--- config.mk ---
export PLATFORM = sky130hd
export DESIGN_NAME = mux_rr_nto1
export DESIGN_NICKNAME = d
export VERILOG_FILES = /design/src/rtl/mux_rr_nto1.sv
export SDC_FILE = /design/constraint.sdc
export NUM_CORES = 1
export LEC_CHECK = 0
export ABC_AREA = 1
export BUFFER_PORTS_ARGS = -buffer_cell sky130_fd_sc_hd__buf_4
export CAP_MARGIN = 20
export CORE_MARGIN = 8
export CORE_UTILIZATION = 40
export CTS_CLUSTER_SIZE = 8
export DETAILED_ROUTE_END_ITERATION = 12
export PLACE_DENSITY = 0.67
export SLEW_MARGIN = 10
export SYNTH_ARGS = -nofsm -noshare
export SYNTH_HDL_FRONTEND = slang
export SYNTH_SLANG_ARGS = --single-unit
--- constraint.sdc ---
create_clock -name clk -period 2.7 [get_ports clk]
set_input_delay 0.81 -clock clk [delete_from_list [all_inputs] [get_ports clk]]
set_output_delay 0.81 -clock clk [all_outputs]
set_load 0.01 [all_outputs]
--- src/rtl/mux_rr_nto1.sv ---
// mux_rr_nto1: N-to-1 arbitrating multiplexer with round-robin selection,
// bounded burst hold, a combinational pop back to the sources and a
// registered output stream. Define MUX_FIXED_PRIO_EN to replace the
// round-robin search with fixed lowest-index-first priority.
module mux_rr_nto1 #(
  parameter int unsigned CHANNELS   = 4,
  parameter int unsigned DATA_WIDTH = 8,
  parameter int unsigned MAX_BURST  = 2
) (
  input  logic                           clk,
  input  logic                           reset,
  input  logic [CHANNELS*DATA_WIDTH-1:0] data_in,
  input  logic [CHANNELS-1:0]            valid_in,
  input  logic                           pause_in,
  output logic [CHANNELS-1:0]            pop_out,
  output logic [DATA_WIDTH-1:0]          data_out,
  output logic                           valid_out,
  output logic [$clog2(CHANNELS)-1:0]    sel_out
);

  localparam int unsigned SEL_W = $clog2(CHANNELS);
  localparam int unsigned CNT_W = $clog2(MAX_BURST + 1);

  typedef enum logic {
    IDLE  = 1'b0,
    GRANT = 1'b1
  } state_e;

  state_e                  state_q, state_d;
  logic [SEL_W-1:0]        ptr_q, ptr_d;
  logic [CNT_W-1:0]        cnt_q, cnt_d;
  logic [DATA_WIDTH-1:0]   data_q, data_d;
  logic                    valid_q, valid_d;
  logic [SEL_W-1:0]        sel_q, sel_d;

  logic [DATA_WIDTH-1:0]   ch_data [CHANNELS];
  logic                    found;
  logic [SEL_W-1:0]        win;
  logic [SEL_W-1:0]        cand;
  logic                    hold;

  // Unpack the flat input bus into per-channel words.
  for (genvar gi = 0; gi < CHANNELS; gi++) begin : g_unpack
    assign ch_data[gi] = data_in[gi*DATA_WIDTH +: DATA_WIDTH];
  end

  // The current owner (ptr_q) keeps the grant while it is valid and has burst budget left.
  assign hold = (state_q == GRANT) && valid_in[ptr_q] && (cnt_q < CNT_W'(MAX_BURST));

  // Search for the first valid channel; the round-robin order visits the former owner last.
  always_comb begin
    found = 1'b0;
    win   = ptr_q;
    cand  = '0;
    for (int unsigned k = 0; k < CHANNELS; k++) begin
`ifdef MUX_FIXED_PRIO_EN
      cand = SEL_W'(k);
`else
      cand = SEL_W'((32'(ptr_q) + 32'd1 + k) % CHANNELS);
`endif
      if (!found && valid_in[cand]) begin
        found = 1'b1;
        win   = cand;
      end
    end
  end

  // Next-state, pop and next-output logic; pause freezes everything except valid.
  always_comb begin
    state_d = state_q;
    ptr_d   = ptr_q;
    cnt_d   = cnt_q;
    data_d  = data_q;
    sel_d   = sel_q;
    valid_d = 1'b0;
    pop_out = '0;
    if (!pause_in) begin
      if (hold) begin
        pop_out[ptr_q] = 1'b1;
        data_d         = ch_data[ptr_q];
        sel_d          = ptr_q;
        valid_d        = 1'b1;
        cnt_d          = cnt_q + CNT_W'(1);
        state_d        = GRANT;
      end else if (found) begin
        pop_out[win] = 1'b1;
        data_d       = ch_data[win];
        sel_d        = win;
        valid_d      = 1'b1;
        ptr_d        = win;
        cnt_d        = CNT_W'(1);
        state_d      = GRANT;
      end else begin
        cnt_d   = '0;
        state_d = IDLE;
      end
    end
    if (reset) begin
      pop_out = '0;
    end
  end

  // State and output registers with synchronous reset.
  always_ff @(posedge clk) begin
    if (reset) begin
      state_q <= IDLE;
      ptr_q   <= SEL_W'(CHANNELS - 1);
      cnt_q   <= '0;
      data_q  <= '0;
      valid_q <= 1'b0;
      sel_q   <= '0;
    end else begin
      state_q <= state_d;
      ptr_q   <= ptr_d;
      cnt_q   <= cnt_d;
      data_q  <= data_d;
      valid_q <= valid_d;
      sel_q   <= sel_d;
    end
  end

  assign data_out  = data_q;
  assign valid_out = valid_q;
  assign sel_out   = sel_q;

endmodule

==> impl_metrics.toml, run 1 <==
[outcome]
status = "finished with violations"
violations = "negative setup slack"

[cts]
clk_pin_slew_ns = 0.06
clock-root-buffer = "clkbuf_8"
htreeDepth = 1
cts_buffers = 3
holdBufCountCts = 0
cts_buffer_depth = 2
clk-insertion-delay-late_ns = 0.25
cts_tree = "built"
clock_sinks = 16

[route]
avgRoutedWirePerCell_um = 13.7
drt_iter0_drc = 156
routed_wl_um = 5940
via_count = 2241
viasPerCell = 5.18
first_pass_iters = 4
final_antenna_net_count = 0
drc = 0

[placement]
portBuffers = 53
post-place-ws_ns = -0.245
dp_hpwl_um = 4390
gp_congestion = 0.855

[die]
die_w_um = 83.2
dieArea_sq_um = 6920
initial_utilization_pct = 41.4
die_y_um = 83.2
coreArea_sq_um = 4350
io_pins = 54
fp-row-count = 24

[layout]
syn_to_final_growth_pct = 43.0
final_common_cell = "buf_4"
finish.utilization_pct = 59.3
fin_nets = 425
num_antenna_cells = 0
drive_above_1_share_pct = 37.3
layout_common_cells = "buf_4, nand2_1, inv_1"

[timing]
setup_slack_ns = -0.223
slew_headroom_pct = 75.3
setup_violations = 4
rsz0062_at_grt = "true"
tightest_slew_ns = 0.371
skew_ns = 0.00205
hold_viol = 0
fmax_mhz = 342
maxSlewViolCount = 0
fin_crit_sh_pct = 108
post-route-min-period_ns = 2.92

[synth]
syn_nets = 347
yosysWarnings = 0
synth_area_sq_um = 1800
synth_cell_types = 28
synth_area_leaders = "dfxtp_1, nand2_1, a21oi_1"
yosysSeqAreaShare_pct = 17.8
synth_cells = 304
yosysTopAreaCell = "dfxtp_1"
synth_top_area_share_pct = 17.8
avgSynthCellArea_sq_um = 5.93
synth_seq_cells = 16

[worst_hold_path]
hp-class = "reg -> reg"

[setup_path]
critPathLaunchType = "input port"
reg2reg_slack_ns = 0.44
crit_type = "in -> out"
critical_path.endpoint_type = "output port"
critPathRequiredTime_ns = 1.89
crit_path_max_fanout = 6
crit_arrival_ns = 2.11

[grt]
grt_max_degree = 38
grt_overflow = 0
grt_pass1_vias = 2144
antenna_found_initial = 0
grt_pass1_wl_um = 9740
grt.total_usage_pct = 16.2

[flow_run]
max_cap_violations = 0

[pwr]
p_leak_uw = 0.00141
ir_worst_vdd_uv = 613
power_per_cell_area_nw_per_um2 = 1270
area by class of cell:
cell class,instances,area (sq um)
clock buffer,4,55.1
timing repair buffer,88,661
sequential,16,323
inverter,46,180
fill,440,1770
multi-input combinational,227,1300
tap,52,65.1
synthesized netlist by cell type (all sizes together):
cell / count
inv: 46
a32o: 1
nand4: 1
a31oi: 8
nand3: 39
o21ai: 28
a21oi: 35
ha: 4
nor2: 10
clkbuf: 6
nand2: 94
dfxtp: 16
o211ai: 1
nand3b: 1
buf: 9
a22oi: 4
o21bai: 1
where the power goes:
group / internal (uW) / switching, uW / leakage [uW]
clock network: 129 / 82.6 / 0.0000288
logic: 1170 / 1540 / 0.00125
registers: 317 / 42.8 / 0.000133
worst paths after layout:
| path | from | depth (start not counted) | endpoint |
|---|---|---|---|
| worst min register to register | state_q | 2 | state_q |
| worst max-delay path | valid_in[0] | 15 | pop_out[3] |
| worst min-delay path | state_q | 2 | state_q |
| worst max register to register | ptr_q[0] | 18 | data_out[7] |
routing by layer:
layer / track usage [%] / routed length, um / part of all wire [%] / vias up
li1: - / - / - / 1146
met3: 3.91 / 368 / 6.2 / 6
met5: 0 / 0 / 0 / -
met4: 3.04 / 72 / 1.2 / 0
met2: 28.6 / 3060 / 52 / 74
met1: 19.4 / 2440 / 41 / 1015
metrics by stage:
| step | instances | area [sq um] | hold slack, ns | total power, uW | setup TNS, ns |
|---|---|---|---|---|---|
| 4_1_cts | 426 | 2490 | 0.480 | 3060 | -0.660 |
| 3_5_place_dp | 414 | 2340 | 0.470 | 2650 | -0.859 |
| 3_3_place_gp | 414 | 2340 | 0.470 | 2630 | -0.746 |
| 2_1_floorplan | 304 | 1850 | 0.437 | 2030 | -0.278 |
| 6_report | 433 | 2580 | 0.475 | 3280 | -0.851 |
| 5_1_grt | 433 | 2580 | 0.524 | 3580 | -1.39 |
flip-flops by register name, indices dropped and copies added, names as in the netlist:
register	flops
ptr_q	2
valid_out	1
state_q	1
sel_out	2
data_out	8
cnt_q	2
cells by family after synthesis:
family | after synthesis | synth area share, %
flip-flops | 16 | 17.8
buffers and inverters | 61 | 16.5
AO/OA/AOI/OAI | 78 | 23.5
AND/OR/NAND/NOR | 145 | 39.5
adder cells (fa/ha/maj) | 4 | 2.77
critical path, stage by stage:
cell and delay (ns):
buf_4 0.11, inv_1 0.05, nand2_2 0.05, nand2_2 0.12, nand2_4 0.06, nand2_4 0.10
buf_4 0.12, nand3_2 0.07, nand2_2 0.08, nand2_1 0.05, nand2_1 0.07, nand2_2 0.07
a22oi_2 0.14, nor2_1 0.06, buf_4 0.14
repair_timing:
item / 4_1_cts / 5_1_grt
buffers inserted: 8 / 7
gates resized for setup: 13 / 8
setup endpoints to repair: 4 / 4
pin swaps: 11 / 17
Power figures use the tool's default switching activity.
==> run 2: changes to the inputs <==
clock period = 2.6 ns   (was 2.7 ns; I/O delays follow)
==> run 2 against run 1 <==
  * The flow still finishes with violations (negative setup slack)
  * Non-clock buffer count is 7 lower
  * Flip-flop and latch count unchanged
  * Sequential share of layout area grew 0.39 points
  * Count of clock-buffer cells in the layout is the same
  * Power is 1.3% lower
  * Sequential power up 4%
  * Global-route usage is 0.66 points lower
  * Via count decreased by 0.94%
  * Hold slack got worse by 0.0043 ns
  * Final area down 3.0%
  * First-iteration DRC count is 19% lower
  * Critical path type is now reg -> out
  * Critical endpoint is now pop_out[1]
==> impl_metrics.toml, run 2 (synthesis gave the netlist of run 1 again) <==
[timing]
hold_slack_ns = 0.470
fmax_mhz = 353
skew_ns = 0.000920
maxSlewViolCount = 0
rsz0062_at_grt = "true"
setup_slack_ns = -0.235
hold_viol = 0
tightest_slew_ns = 0.364
fin_crit_sh_pct = 109
setup_violations = 4
slew_headroom_pct = 75.7
post-route-min-period_ns = 2.83

[layout]
final_common_cell = "buf_4"
fillers = 451
fin_nets = 418
multi_input_area_sq_um = 1270
layout_common_cells = "buf_4, nand2_1, inv_1"
syn_to_final_growth_pct = 38.7
seqCellArea_sq_um = 323
largest_register_ffs = 8
num_antenna_cells = 0
final_cells = 426
drive_above_1_share_pct = 35.3

[route]
wl_met1_um = 2440
first_pass_iters = 4
drc = 0
drt_iter0_drc = 126
wl_met2_um = 2910
route.met3.wl_um = 310
viasPerCell = 5.21
top_layer_used = "met4"
via_count = 2220
avgRoutedWirePerCell_um = 13.4
final_antenna_net_count = 0
routed_wl_um = 5710

[cts]
cts_buffer_depth = 2
htreeDepth = 1
holdBufCountCts = 0
clk_pin_slew_ns = 0.06
cts_buffers = 3
cts_tree = "built"
clock_sinks = 16
clock-root-buffer = "clkbuf_8"
clk-insertion-delay-late_ns = 0.25

[die]
initial_utilization_pct = 41.4
io_pins = 54
fp-row-count = 24
die_w_um = 83.2
coreArea_sq_um = 4350
dieArea_sq_um = 6920
die_y_um = 83.2

[grt]
grt_pass1_wl_um = 9410
grt.total_usage_pct = 15.6
grt_pass1_vias = 2107
antenna_found_initial = 0
grt_max_degree = 38
grt_overflow = 0

[placement]
place_inst = 415
portBuffers = 53
dp_hpwl_um = 4350
post-place-ws_ns = -0.259
gp_congestion = 0.833

[setup_path]
r2r_start = "ptr_q[0]"
critical-path-max-stage-delay_ns = 0.35
crit_top_cell = "nand2_4"
crit_path_max_fanout = 6
reg2reg_slack_ns = 0.34
critPathRequiredTime_ns = 1.82
crit_arrival_ns = 2.05
critPathLaunchType = "flip-flop"
worstReg2RegEnd = "data_out[7]"
critical_path.endpoint_type = "output port"
reg2regPathDepth = 18
crit_chain = "inv_4, ha_4, nand2_1, nand2_4, nand2_2, nand2_4, nand2_4, nand2_4, nand2_4, nand2_4, nand2_4, nor2_4, a22oi_1, nor2_1, buf_4"
critPathLaunch = "ptr_q[0]"
slowest_stage = "dfxtp_2"
crit_type = "reg -> out"
crit_path_end = "pop_out[1]"

[flow_run]
max_cap_violations = 0

[worst_hold_path]
hp-class = "reg -> reg"

[outcome]
status = "finished with violations"
violations = "negative setup slack"

[pwr]
p_total_uw = 3230
ir_worst_vdd_uv = 633
p_leak_uw = 0.00137
power_per_cell_area_nw_per_um2 = 1290
run 2: cell count changes in the layout (fill, tap and decap cells not counted), sizes merged:
cell	before	now
buf	88	81
run 2: worst max-delay path: cells and delay by family, from the launching register on:
kind	cells	cell delay [ns]
and+or+nand+nor	11	0.93
adders and majority gates	1	0.29
DFF	1	0.35
AOI/OAI and AO/OA	1	0.07
buffers and inverters	2	0.17
run 2: worst min path at each step:
stage,to,depth (start not counted),slack (ns),startpoint
final,state_q,2,0.47,state_q
after floorplan,state_q,2,0.44,state_q
after CTS,state_q,2,0.48,state_q
after global placement,state_q,2,0.47,state_q
after detailed placement,state_q,2,0.47,state_q
after global routing,cnt_q[0],1,0.53,cnt_q[0]
run 2: per-layer routing:
metal,up-vias,track usage [%]
met4,0,3.99
met3,5,3.91
met1,1022,18.8
met5,-,0
li1,1132,-
met2,61,26.5
run 2: cell type report:
type | count | share of cell area (%)
flip-flops and latches | 16 | 12.9
multi-input cells | 227 | 50.8
inverters | 46 | 7.20
clock buffers | 4 | 2.20
repair buffers | 81 | 24.3
well taps | 52 | 2.60
run 2: power by group:
| part | internal, uW | switching, uW | total, uW |
|---|---|---|---|
| Clock | 134 | 88.5 | 223 |
| Combinational | 1100 | 1540 | 2640 |
| Sequential | 329 | 44.2 | 373 |
| Total | 1560 | 1670 | 3230 |
run 2: repair_timing:
item,CTS,global route
setup buffers,6,1
hold endpoints to repair,0,0
setup endpoints to repair,4,4
gates resized for setup,13,2
pin swaps,10,1
cloned,0,0
run 2: through the flow:
| stage | util (%) | area, sq um | TNS (ns) |
|---|---|---|---|
| 2_1_floorplan | - | 1850 | -0.558 |
| 3_3_place_gp | 53.9 | 2340 | -0.883 |
| 3_5_place_dp | 53.9 | 2340 | -0.976 |
| 4_1_cts | 57.1 | 2490 | -0.907 |
| 5_1_grt | 57.5 | 2500 | -1.43 |
| 6_report | 57.5 | 2500 | -0.884 |
==> run 3: changes to the inputs <==
ABC_AREA = not set   (was 1)
PLACE_DENSITY = 0.68   (was 0.67)
==> run 3 against run 2 <==
  * The run still ends with negative setup slack left
  * Final cell count fell by 27%
  * Power fell by 56%
  * Worst setup slack got worse by 0.31 ns
  * First-iteration DRC count fell by 23%
  * Via count fell by 20%
  * Largest cell class unchanged
  * Largest power group unchanged
==> impl_metrics.toml, run 3 <==
[synth]
async_flop_share_pct = 0
synth_flop_cell = "dfxtp_1"
synth-xor-area-share_pct = 0
synth_top_area_share_pct = 19.8
synth-edff-count = 0
synth_fa_ha_area_share_pct = 3.09
synthSimpleGateAreaFrac_pct = 15.9
synth_common_cells = "a21oi_1, dfxtp_1, nor3_1"
synth_cell_types = 42
avgSynthCellArea_sq_um = 8.65
syn_nets = 230
synth_area_sq_um = 1620
yosysSeqAreaShare_pct = 19.8
synth_area_leaders = "dfxtp_1, mux4_2, o32ai_2"
synth_cells = 187
synth_seq_cells = 16
synth.area.mux_share_pct = 23.6
yosysTopAreaCell = "dfxtp_1"
synth_top_family_by_area = "compound AO/OA/AOI/OAI gates"
synth_most_common_cell = "a21oi_1"
yosysWarnings = 0
synth_compound_area_share_pct = 29.5

[placement]
placed_area_sq_um = 2230
portBuffers = 53
place_inst = 299
gp_congestion = 0.893
dp_hpwl_um = 3940

[grt]
grt_pass1_wl_um = 8570
antenna_found_initial = 0
grt.total_usage_pct = 16.7
grt_pass1_vias = 1800
grt_max_degree = 21
grt_overflow = 0

[setup_path]
critical-path-max-stage-delay_ns = 0.36
crit_top_cell = "buf_4"
r2r_start = "ptr_q[1]"
crit_chain = "inv_4, ha_4, mux2_4, a222oi_1, buf_4, nor3b_4, o21ai_1, a211oi_2, buf_4"
crit_path_max_fanout = 3
crit_arrival_ns = 2.36
critPathLaunchType = "flip-flop"
worst-path-buf-inv = 3
cp.depth = 9
critical_path.endpoint_type = "output port"
reg2regPathDepth = 10
crit_path_end = "pop_out[3]"
critPathRequiredTime_ns = 1.82
slowest_stage = "dfxtp_4"
worstReg2RegEnd = "data_out[0]"
reg2reg_slack_ns = 0.10
critPathLaunch = "ptr_q[1]"
crit_family = "compound AO/OA/AOI/OAI gates"
crit_type = "reg -> out"

[worst_hold_path]
hp-class = "reg -> reg"

[pwr]
p_leak_uw = 0.00105
ir_worst_vdd_uv = 296
power_per_cell_area_nw_per_um2 = 575

[cts]
cts_buffers = 3
holdBufCountCts = 0
clk_pin_slew_ns = 0.07
cts_buffer_depth = 2
htreeDepth = 1
clk-insertion-delay-late_ns = 0.25
clock-root-buffer = "clkbuf_8"
cts_tree = "built"
clock_sinks = 16

[flow_run]
max_cap_violations = 0

[layout]
fin_area_sq_um = 2470
num_antenna_cells = 0
layout_common_cells = "buf_4, a21oi_1, dfxtp_1"
final_cells = 311
fin_nets = 305
largest_register_ffs = 8
final_common_cell = "buf_4"
finish.utilization_pct = 62.7
drive_above_1_share_pct = 57.5
syn_to_final_growth_pct = 52.8
fillers = 333

[timing]
fin_crit_sh_pct = 121
rsz0062_at_grt = "true"
hold_slack_ns = 0.477
setup_tns_ns = -1.97
tightest_slew_ns = 0.605
skew_ns = 0.00452
slew_headroom_pct = 59.6
fmax_mhz = 318
setup_violations = 4
post-route-min-period_ns = 3.14
hold_viol = 0
maxSlewViolCount = 0
setup_slack_ns = -0.540

[route]
final_antenna_net_count = 0
avgRoutedWirePerCell_um = 17.3
routed_wl_um = 5380
first_pass_iters = 4
viasPerCell = 5.68
via_count = 1767
drt_iter0_drc = 97
drc = 0

[die]
dieArea_sq_um = 6340
die_w_um = 79.6
fp-row-count = 23
io_pins = 54
initial_utilization_pct = 41.0
coreArea_sq_um = 3940
die_y_um = 79.6

[outcome]
violations = "negative setup slack"
status = "finished with violations"
-- run 3: cell types whose count changed in the layout (fill, tap and decap cells not counted), sizes merged, moves of 4 or more --
cell,change
mux2,+17
a211oi,+5
inv,-39
a31oi,-8
mux4,+8
buf,+10
o21ai,-15
a21oi,-13
nand2,-85
and3,+8
o32ai,+9
a22oi,-4
nand3,-39
nor3,+13
-- run 3: timing repair --
item,4_1_cts,5_1_grt
pin swaps,4,4
resized for setup,21,6
buffers inserted,7,1
cloned,0,0
setup endpoints to repair,4,13
-- run 3: worst min-delay path by stage --
stage | end | from | slack [ns] | depth (start not counted)
finish | state_q | state_q | 0.48 | 2
global route | cnt_q[1] | cnt_q[1] | 0.49 | 2
CTS | cnt_q[1] | cnt_q[1] | 0.47 | 2
detailed placement | cnt_q[1] | cnt_q[1] | 0.46 | 2
global placement | state_q | state_q | 0.45 | 2
floorplan | cnt_q[1] | cnt_q[1] | 0.44 | 2
-- run 3: per-stage QoR --
stage	worst slack (ns)	total power, uW
after floorplan	-0.412	807
after global placement	-0.473	1060
after detailed placement	-0.470	1070
after CTS	-0.517	1390
after global routing	-0.636	1510
final	-0.540	1420
-- run 3: metal layers --
| metal | GRT usage [%] | wire length (um) |
|---|---|---|
| met1 | 20.2 | 2220 |
| met2 | 28.0 | 2680 |
| met3 | 4.84 | 404 |
| met4 | 4.44 | 87 |
| met5 | 0 | 0 |
-- run 3: area by class of cell --
cell class | count | area (sq um) | share of cell area [%]
clock buffer | 4 | 55.1 | 2.23
inverter | 7 | 28.8 | 1.16
multi-input combinational | 143 | 1310 | 52.8
sequential | 16 | 325 | 13.2
tap | 50 | 62.6 | 2.53
timing repair buffer | 91 | 694 | 28.1
-- run 3: logic make-up after synthesis --
group,count (synthesis)
buffers and inverters,28
and+or+nand+nor,50
AOI/OAI and AO/OA,63
muxes,26
adders and majority gates,4
DFF,16
-- run 3: report_power, final --
part           switching (uW)  total, uW  leakage [uW]  internal [uW]
clock                    92.7        227     0.0000288            135
sequential               29.5        319      0.000132            289
combinational             407        876      0.000892            469
total                     529       1420       0.00105            893
-- run 3: worst register-to-register path, delay by kind of cell (launching register included) --
kind            cells  cell delay, ns
buf+inv             4            0.49
simple gates        1            0.18
compound gates      2            0.43
fa+ha+maj           1            0.27
mux                 2            0.64
flops               1            0.36
